[config.mk]
export PLATFORM = sky130hd
export DESIGN_NAME = disp_frame_rx
export DESIGN_NICKNAME = d
export VERILOG_FILES = /design/src/rtl/disp_frame_rx.sv
export SDC_FILE = /design/constraint.sdc
export NUM_CORES = 1
export LEC_CHECK = 0
export ABC_AREA = 1
export CORE_AREA = 2 2 73 75
export CTS_CLUSTER_DIAMETER = 30
export DETAILED_ROUTE_END_ITERATION = 10
export DIE_AREA = 0 0 75 77
export MAX_ROUTING_LAYER = met4
export PLACE_DENSITY = 0.59
export SLEW_MARGIN = 20
export SYNTH_ARGS = -nofsm -noshare
export SYNTH_HDL_FRONTEND = slang
export SYNTH_SLANG_ARGS = --single-unit
[constraint.sdc]
create_clock -name clk -period 2.9 [get_ports clk]
set_clock_uncertainty 0.15 [all_clocks]
set_input_delay 0.58 -clock clk [delete_from_list [all_inputs] [get_ports clk]]
set_output_delay 0.58 -clock clk [all_outputs]
set_load 0.01 [all_outputs]
[src/rtl/disp_frame_rx.sv]
// +----------------------------------------------------------------------------+
// | disp_frame_rx : serial frame receiver driving the four-digit Display latch |
// | Rev 1.0 - initial release                                                  |
// +----------------------------------------------------------------------------+
`default_nettype none

module disp_frame_rx #(
  parameter int CLKS_PER_BIT = 16,
  parameter int PRIEM_CYCLES = 10
) (
  input  logic       clk,
  input  logic       Reset,
  input  logic       rxd,
  output logic [7:0] inp,
  output logic       priem,
  output logic       SET1,
  output logic       SET2,
  output logic       SET3,
  output logic       SET4,
  output logic       busy,
  output logic       err
);

  localparam int c_cmax = (CLKS_PER_BIT > PRIEM_CYCLES) ? CLKS_PER_BIT : PRIEM_CYCLES;
  localparam int c_cw   = $clog2(c_cmax + 1);
  localparam logic [c_cw-1:0] c_bit   = c_cw'(CLKS_PER_BIT);
  localparam logic [c_cw-1:0] c_half  = c_cw'(CLKS_PER_BIT / 2);
  localparam logic [c_cw-1:0] c_priem = c_cw'(PRIEM_CYCLES);
  localparam logic [c_cw-1:0] c_one   = c_cw'(1);

  typedef enum logic [2:0] {
    S_IDLE    = 3'd0,
    S_START   = 3'd1,
    S_ADDR    = 3'd2,
    S_DATA    = 3'd3,
    S_PARITY  = 3'd4,
    S_STOP    = 3'd5,
    S_PRESENT = 3'd6,
    S_WAITHI  = 3'd7
  } t_state;

  t_state            r_state;
  t_state            w_next;
  logic [1:0]        r_sync;
  logic [1:0]        r_vld;
  logic              r_hi;
  logic [c_cw-1:0]   r_cnt;
  logic [3:0]        r_bitn;
  logic [10:0]       r_shift;
  logic [7:0]        r_inp;
  logic              r_priem;
  logic [3:0]        r_set;
  logic              r_err;

  logic              w_rs;
  logic              w_valid;
  logic              w_tick;
  logic              w_par;
  logic              w_cnt_clr;
  logic              w_bit_clr;
  logic              w_shift;
  logic              w_good;
  logic              w_bad;
  logic              w_pres_end;

  assign w_rs    = r_sync[1];
  // r_vld marks when the synchroniser holds real line samples rather than reset ones
  assign w_valid = r_vld[1];
  assign w_tick  = (r_cnt == c_bit);
  assign w_par   = ^r_shift;

  always_ff @(posedge clk or posedge Reset) begin
    if (Reset) begin
      r_state <= S_IDLE;
    end else begin
      r_state <= w_next;
    end
  end

  always_comb begin
    w_next     = r_state;
    w_cnt_clr  = 1'b0;
    w_bit_clr  = 1'b0;
    w_shift    = 1'b0;
    w_good     = 1'b0;
    w_bad      = 1'b0;
    w_pres_end = 1'b0;
    case (r_state)
      S_IDLE: begin
        w_cnt_clr = 1'b1;
        // Only a genuine high-to-low transition starts a frame; a line already low waits it out
        if (w_valid && !w_rs) begin
          w_next = r_hi ? S_START : S_WAITHI;
        end
      end
      S_START: begin
        if (r_cnt == c_half) begin
          w_cnt_clr = 1'b1;
          w_bit_clr = 1'b1;
          w_next    = w_rs ? S_IDLE : S_ADDR;
        end
      end
      S_ADDR: begin
        if (w_tick) begin
          w_cnt_clr = 1'b1;
          w_shift   = 1'b1;
          if (r_bitn == 4'd2) w_next = S_DATA;
        end
      end
      S_DATA: begin
        if (w_tick) begin
          w_cnt_clr = 1'b1;
          w_shift   = 1'b1;
          if (r_bitn == 4'd10) w_next = S_PARITY;
        end
      end
      S_PARITY: begin
        if (w_tick) begin
          w_cnt_clr = 1'b1;
          w_shift   = 1'b1;
          w_next    = S_STOP;
        end
      end
      S_STOP: begin
        if (w_tick) begin
          w_cnt_clr = 1'b1;
          if (!w_rs) begin
            w_bad  = 1'b1;
            w_next = S_WAITHI;
          end else if (w_par) begin
            w_bad  = 1'b1;
            w_next = S_IDLE;
          end else begin
            w_good = 1'b1;
            w_next = S_PRESENT;
          end
        end
      end
      S_PRESENT: begin
        if (r_cnt == c_priem) begin
          w_pres_end = 1'b1;
          w_next     = S_IDLE;
        end
      end
      S_WAITHI: begin
        if (w_valid && w_rs) w_next = S_IDLE;
      end
      default: w_next = S_IDLE;
    endcase
  end

  always_ff @(posedge clk or posedge Reset) begin
    if (Reset) begin
      r_sync  <= 2'b11;
      r_vld   <= 2'b00;
      r_hi    <= 1'b0;
      r_cnt   <= '0;
      r_bitn  <= '0;
      r_shift <= '0;
      r_inp   <= '0;
      r_priem <= 1'b0;
      r_set   <= '0;
      r_err   <= 1'b0;
    end else begin
      r_sync <= {r_sync[0], rxd};
      r_vld  <= {r_vld[0], 1'b1};
      r_hi   <= w_valid & w_rs;
      r_err  <= w_bad;

      if (w_cnt_clr) begin
        r_cnt <= c_one;
      end else if (r_state != S_WAITHI) begin
        r_cnt <= r_cnt + c_one;
      end

      if (w_bit_clr) begin
        r_bitn <= 4'd1;
      end else if (w_shift) begin
        r_bitn <= r_bitn + 4'd1;
      end

      // LSB-first: after 11 shifts, [1:0]=addr, [9:2]=data, [10]=parity
      if (w_shift) r_shift <= {w_rs, r_shift[10:1]};

      if (w_good) begin
        r_inp   <= r_shift[9:2];
        r_priem <= 1'b1;
        r_set   <= 4'b0001 << r_shift[1:0];
      end else if (w_pres_end) begin
        r_priem <= 1'b0;
        r_set   <= '0;
      end
    end
  end

  assign inp   = r_inp;
  assign priem = r_priem;
  assign SET1  = r_set[0];
  assign SET2  = r_set[1];
  assign SET3  = r_set[2];
  assign SET4  = r_set[3];
  assign busy  = (r_state != S_IDLE);
  assign err   = r_err;

endmodule

`default_nettype wire

==> flow_metrics.env, run 1 <==
export IMPL_drc=0
export IMPL_yosys_most_used_dff="dfrtp_1"
export IMPL_layout_drive_gt1_share=0.1341
export IMPL_place_inst=338
export IMPL_dpl_cell_area_um2=2399
export IMPL_overflow=0
export IMPL_min_from="r_vld[0]"
export IMPL_synth_seq_area_share=0.4834
export IMPL_timing_rr_start="r_shift[1]"
export IMPL_htreeDepth=2
export IMPL_arrival_ns=1.82
export IMPL_setup_violations=0
export IMPL_cts_root_buf="clkbuf_8"
export IMPL_netlist_area_leader_share=0.4592
export IMPL_holdBufCountCts=0
export IMPL_hold_ws_ns=0.1995
export IMPL_startpoint="r_state[0]"
export IMPL_antenna_found_initial=0
export IMPL_min_path_type="flip-flop to flip-flop"
export IMPL_ir_drop_v=0.0003326
export IMPL_cts_setup_buffers=0
export IMPL_outcome="completed"
export IMPL_max_slew_worst_pin_slew_ns=0.5269
export IMPL_start_util=0.4379
export IMPL_cts_resized=0
export IMPL_diodes=0
export IMPL_tns_ns=0
export IMPL_die_h_um=77
export IMPL_top_layer_used="met4"
export IMPL_p_leak_uw=0.001229
export IMPL_drv_cap=0
export IMPL_fmax_mhz=392.0
export IMPL_wl_per_cell_um=10.92
export IMPL_clkTransAtPathRegs_ns=0.08
export IMPL_worst_setup_path_start_kind="flip-flop"
export IMPL_place_congestion=0.8674
export IMPL_synth_nets=268
export IMPL_nets=287
export IMPL_syn_mean_instance_area_um2=8.514
export IMPL_seqCellArea_um2=1054
export IMPL_fp_dieW_um=75
export IMPL_grt_max_degree=43
export IMPL_met2_length_um=1646
export IMPL_clock_latency_ns=0.29
export IMPL_routed_via_density=4.656
export IMPL_synth_area_um2=2180
export IMPL_wl_met1_um=1909
export IMPL_max_slew_margin=0.6488
export IMPL_min_period_over_period=0.8796
export IMPL_numCtsBuffers=5
export IMPL_yosysTopAreaCell="dfrtp_1"
export IMPL_drtPass1Iterations=4
export IMPL_critical_path_class="flip-flop to output pin"
export IMPL_yosys_warnings=0
export IMPL_io_pins=18
export IMPL_clockBufferDepth=2
export IMPL_slew_violations=0
export IMPL_ys_ff_latch=42
export IMPL_grt_pass1_vias=1493
export IMPL_synth_common_cells="nand2_1 (72), dfrtp_1 (40), inv_1 (30), o21ai_0 (21), nor2_1 (14)"
export IMPL_cts_sinks=42
export IMPL_synthArstFlopShare=1.000
export IMPL_min_period_ns=2.551
export IMPL_synth_area_top_cells="dfrtp_1 (46%), nand2_1 (12%), ha_1 (5.2%)"
export IMPL_rows=26
export IMPL_final_antenna_net_count=0
export IMPL_dieArea_um2=5775
export IMPL_drt_first_iter_violations=131
export IMPL_hold_viol=0
export IMPL_p_per_area_nw_per_um2=681.1
export IMPL_vias=1611
export IMPL_post_route_util=0.5003
export IMPL_track_usage=0.1557
export IMPL_port_buffers=17
export IMPL_end_kind="output pin"
export IMPL_synth_edf_count=0
export IMPL_layout_cells_non_filler=346
export IMPL_wl_um=3780
export IMPL_wl_met3_um=156
export IMPL_multi_input_area_um2=937.1
export IMPL_final_area_um2=2490
export IMPL_synthCells=256
export IMPL_synth_most_common_cell="nand2_1"
export IMPL_cts_tree="built"
export IMPL_path_max_fanout=8
export IMPL_fill_cells=486
export IMPL_rsz0062_at_grt="no"
export IMPL_syn2layout_area_growth_pct=14.24
export IMPL_synth_distinct_cells=32
export IMPL_core_area_um2=4977
export IMPL_hpwl_um=2674
export IMPL_required_ns=2.17
export IMPL_grt_pass1_wl_um=6734
## worst max-delay path, stage by stage, from the launching register on
cell	delay, ns
dfrtp_1	0.50
nor3_1	0.43
inv_1	0.10
clkdlybuf4s50_1	0.50
## metal layers
metal / vias to the layer above / global-route usage
met5: - / -
met3: 6 / 0.04336
met2: 30 / 0.2167
li1: 844 / -
met4: 0 / 0.05357
met1: 731 / 0.2171
## cell families (layout without fill, tap and decap cells)
logic type               after synthesis  in the layout  synth area share
AO/OA/AOI/OAI                         38             38            0.1039
XOR/XNOR                               6              6           0.02756
adder cells (fa/ha/maj)                9              9           0.05167
buffers and inverters                 44             64           0.08668
flip-flops                            42             42            0.4834
other                                  1              1          0.001721
AND/OR/NAND/NOR                      116            116            0.2451
## placed cells by master, fill, tap and decap left out, types with 2 or more instances in the layout
cell	instances
nand3_1	10
dfrtp_1	40
clkbuf_8	6
dfstp_2	2
nand2_2	3
nor3_1	5
inv_1	29
nand3_2	2
o21ai_2	8
nand2_1	72
xor2_1	4
a21oi_1	4
o21ai_0	21
inv_2	8
clkdlybuf4s50_1	17
ha_1	9
nor2_1	14
o21ai_1	2
nand4_1	5
## final timing paths
| path | to | cells past startpoint | slack (ns) |
|---|---|---|---|
| max in group asynchronous | r_sync[0] | 3 | 1.66 |
| worst min-delay path | r_vld[1] | 0 | 0.20 |
| worst min register to register | r_vld[1] | 0 | 0.20 |
| worst max-delay path | busy | 3 | 0.35 |
| worst max register to register | r_set[0] | 9 | 0.77 |
| min in group asynchronous | r_cnt[2] | 3 | 0.56 |
## flip-flops by register name, summed over array words and instances (netlist names)
register  flops
r_vld         2
r_sync        2
r_shift      11
r_state       3
priem         1
r_hi          1
r_cnt         5
err           1
inp           8
r_bitn        4
r_set         4
## power by group
part	switching [uW]	internal (uW)	total (uW)
clock network	193	192	386
logic	336	210	545
registers	96.6	668	765
## metrics by stage
stage                     setup slack (ns)  total power (uW)
after floorplan                      1.128              1211
after CTS                           0.3800              1715
after global routing                0.2421              1842
final                               0.3490              1696
after global placement              0.6646              1315
after detailed placement            0.7191              1319
## final cells by class
type                            instances  area share
Clock buffer                            7     0.03467
Clock inverter                          1    0.002010
Inverter                               38     0.05729
Multi-Input combinational cell        170      0.3764
Sequential cell                        42      0.4231
Tap cell                               70     0.03518
Timing Repair Buffer                   18     0.07136
Note: power is estimated with default switching activity, not from simulation.
==> run 2: changes to the inputs <==
Settings changed: ABC_AREA 1 to default, CORE_AREA 2 2 73 75 to 2 2 72 74, DIE_AREA 0 0 75 77 to 0 0 74 76, GPL_ROUTABILITY_DRIVEN from default to 0, PLACE_DENSITY 0.59 to default.
==> run 2 against run 1 <==
- final area shrank 1.0%
- sequential cell count did not move
- register-to-register slack worse by 0.45 ns
- critical path depth up 4
- largest cell class unchanged
- first-iteration DRC count is 55% lower
- utilization grew 0.15 points
- clock power is 18% higher
- synthesized area shrank 3.6%
- final cell count decreased by 19%
- count of clock-buffer cells in the layout is 1 lower
==> flow_metrics.env, run 2 <==
export IMPL_routed_via_density=4.878
export IMPL_top_register="r_shift"
export IMPL_wl_met1_um=1772
export IMPL_combPwrFrac=0.256
export IMPL_synth_area_um2=2101
export IMPL_synth_nets=198
export IMPL_start_util=0.4277
export IMPL_wl_met3_um=136
export IMPL_rows=26
export IMPL_switchingPower_uw=529.6
export IMPL_layout_drive_gt1_share=0.1340
export IMPL_grt_pass1_vias=1401
export IMPL_port_buffers=17
export IMPL_ys_ff_latch=42
export IMPL_synth_area_top_cells="dfrtp_1 (48%), ha_1 (5.4%), mux2_2 (4.8%)"
export IMPL_p_leak_uw=0.001160
export IMPL_min_path_type="flip-flop to flip-flop"
export IMPL_power_frac_seq=0.465
export IMPL_max_slew_margin=0.5284
export IMPL_clock_latency_ns=0.29
export IMPL_cts_sinks=42
export IMPL_synth_most_common_cell="dfrtp_1"
export IMPL_synth_distinct_cells=44
export IMPL_tns_ns=0
export IMPL_grt_pass1_wl_um=6527
export IMPL_clkTransAtPathRegs_ns=0.08
export IMPL_clkPwrFrac=0.279
export IMPL_drt_first_iter_violations=59
export IMPL_min_period_ns=2.576
export IMPL_yosys_most_used_dff="dfrtp_1"
export IMPL_layout_commonest_cell="dfrtp_1"
export IMPL_outcome="completed"
export IMPL_drtPass1Iterations=4
export IMPL_power_uw=1625
export IMPL_required_ns=2.92
export IMPL_cts_setup_buffers=0
export IMPL_cts_root_buf="clkbuf_8"
export IMPL_diodes=0
export IMPL_overflow=0
export IMPL_io_pins=18
export IMPL_track_usage=0.1521
export IMPL_syn_mean_instance_area_um2=11.29
export IMPL_whs_path_depth=0
export IMPL_drv_cap=0
export IMPL_fmax_mhz=388.2
export IMPL_htreeDepth=2
export IMPL_top_layer_used="met4"
export IMPL_worst_setup_path_start_kind="flip-flop"
export IMPL_p_sw_frac=0.3258
export IMPL_wl_per_cell_um=13.07
export IMPL_die_h_um=76
export IMPL_min_period_over_period=0.8882
export IMPL_setup_violations=0
export IMPL_ir_drop_v=0.0005597
export IMPL_hpwl_um=2686
export IMPL_antenna_found_initial=0
export IMPL_max_slew_worst_pin_slew_ns=0.7026
export IMPL_p_per_area_nw_per_um2=659.4
export IMPL_synth_edf_count=0
export IMPL_dieArea_um2=5624
export IMPL_layout_common_cells="dfrtp_1 (40), clkdlybuf4s50_1 (17), nor2_1 (15)"
export IMPL_cts_resized=0
export IMPL_synth_seq_area_share=0.5015
export IMPL_core_area_um2=4912
export IMPL_cp_slowest_cell="mux2_1"
export IMPL_cp_cell_sequence="inv_1, ha_1, xnor2_1, xnor3_1, xnor2_2, nand3_2, mux2_1"
export IMPL_yosys_warnings=0
export IMPL_nets=220
export IMPL_rsz0062_at_grt="no"
export IMPL_path_max_fanout=13
export IMPL_slowest_delay_ns=0.44
export IMPL_post_route_util=0.5018
export IMPL_arrival_ns=2.60
export IMPL_reg2regPathDepth=7
export IMPL_vias=1361
export IMPL_holdBufCountCts=0
export IMPL_wl_um=3647
export IMPL_p_int_uw=1096
export IMPL_synth_common_cells="dfrtp_1 (40), nor2_1 (15), inv_1 (14), nand2_1 (14)"
export IMPL_netlist_area_leader_share=0.4765
export IMPL_fp_dieW_um=74
export IMPL_synthArstFlopShare=1.000
export IMPL_slew_violations=0
export IMPL_syn2layout_area_growth_pct=17.33
export IMPL_clockBufferDepth=2
export IMPL_end_kind="flip-flop"
export IMPL_critical_path_class="flip-flop to flip-flop"
export IMPL_numCtsBuffers=5
export IMPL_largest_reg_flops=11
export IMPL_grt_max_degree=18
export IMPL_hold_viol=0
export IMPL_final_antenna_net_count=0
export IMPL_yosysTopAreaCell="dfrtp_1"
export IMPL_cts_tree="built"
export IMPL_synthCells=186
export IMPL_met2_length_um=1688
export IMPL_drc=0
[run 2: cell families (layout without fill, tap and decap cells)]
kind of cell,Yosys count,after routing,share of synthesized area
compound gates,22,22,0.07028
mux,21,21,0.1191
xor+xnor,15,15,0.07266
other cells,1,1,0.001785
simple gates,57,57,0.1435
flops,42,42,0.5015
fa+ha+maj,9,9,0.05360
buf+inv,19,42,0.03752
[run 2: critical path, delay by kind of cell (launching register included)]
| kind | cells | cell delay (ns) |
|---|---|---|
| buf+inv | 1 | 0.08 |
| fa+ha+maj | 1 | 0.30 |
| flops | 1 | 0.41 |
| xor+xnor | 3 | 0.70 |
| mux | 1 | 0.44 |
| simple gates | 1 | 0.38 |
[run 2: worst paths after layout]
check | start | to | slack [ns]
min reg2reg | r_vld[0] | r_vld[1] | 0.20
min in group asynchronous | Reset | priem | 0.47
max reg2reg | r_shift[0] | inp[5] | 0.32
min | r_vld[0] | r_vld[1] | 0.20
max | r_shift[0] | inp[5] | 0.32
max in group asynchronous | Reset | r_sync[1] | 1.48
[run 2: final cells by class]
class                      count  area (um^2)
fill                         437         2447
sequential                    42         1054
multi-input combinational    125        968.4
timing repair buffer          20        192.7
tap                           70        87.58
clock buffer                   6        72.57
inverter                      14        52.55
clock inverter                 2        37.54
[run 2: power by group through the flow]
stage	Clock (uW)	Combinational [uW]	Sequential, uW
after floorplan	0	376	705
after global placement	0	400	758
after detailed placement	0	416	762
after CTS	471	418	750
after global routing	501	478	771
final	454	416	755
[run 2: per-layer routing]
metal | vias to the layer above | global-route usage
li1 | 674 | -
met1 | 657 | 0.2107
met2 | 25 | 0.2170
met3 | 5 | 0.04233
met4 | 0 | 0.04727
met5 | - | -
[run 2: through the flow]
step | hold slack [ns] | cell area [um^2] | setup slack, ns | cells
global route | 0.2293 | 2465 | 0.1328 | 279
detailed placement | 0.1887 | 2355 | 0.3476 | 271
global placement | 0.1873 | 2355 | 0.4145 | 271
CTS | 0.2073 | 2465 | 0.3112 | 279
finish | 0.2039 | 2465 | 0.3242 | 279
floorplan | 0.1812 | 2101 | 0.6707 | 186
==> run 3: changes to the inputs <==
Settings changed: SKIP_LAST_GASP from default to 1.
==> results of run 3 <==
Same layout as run 2: the final DEF is identical, and so are final timing and power.
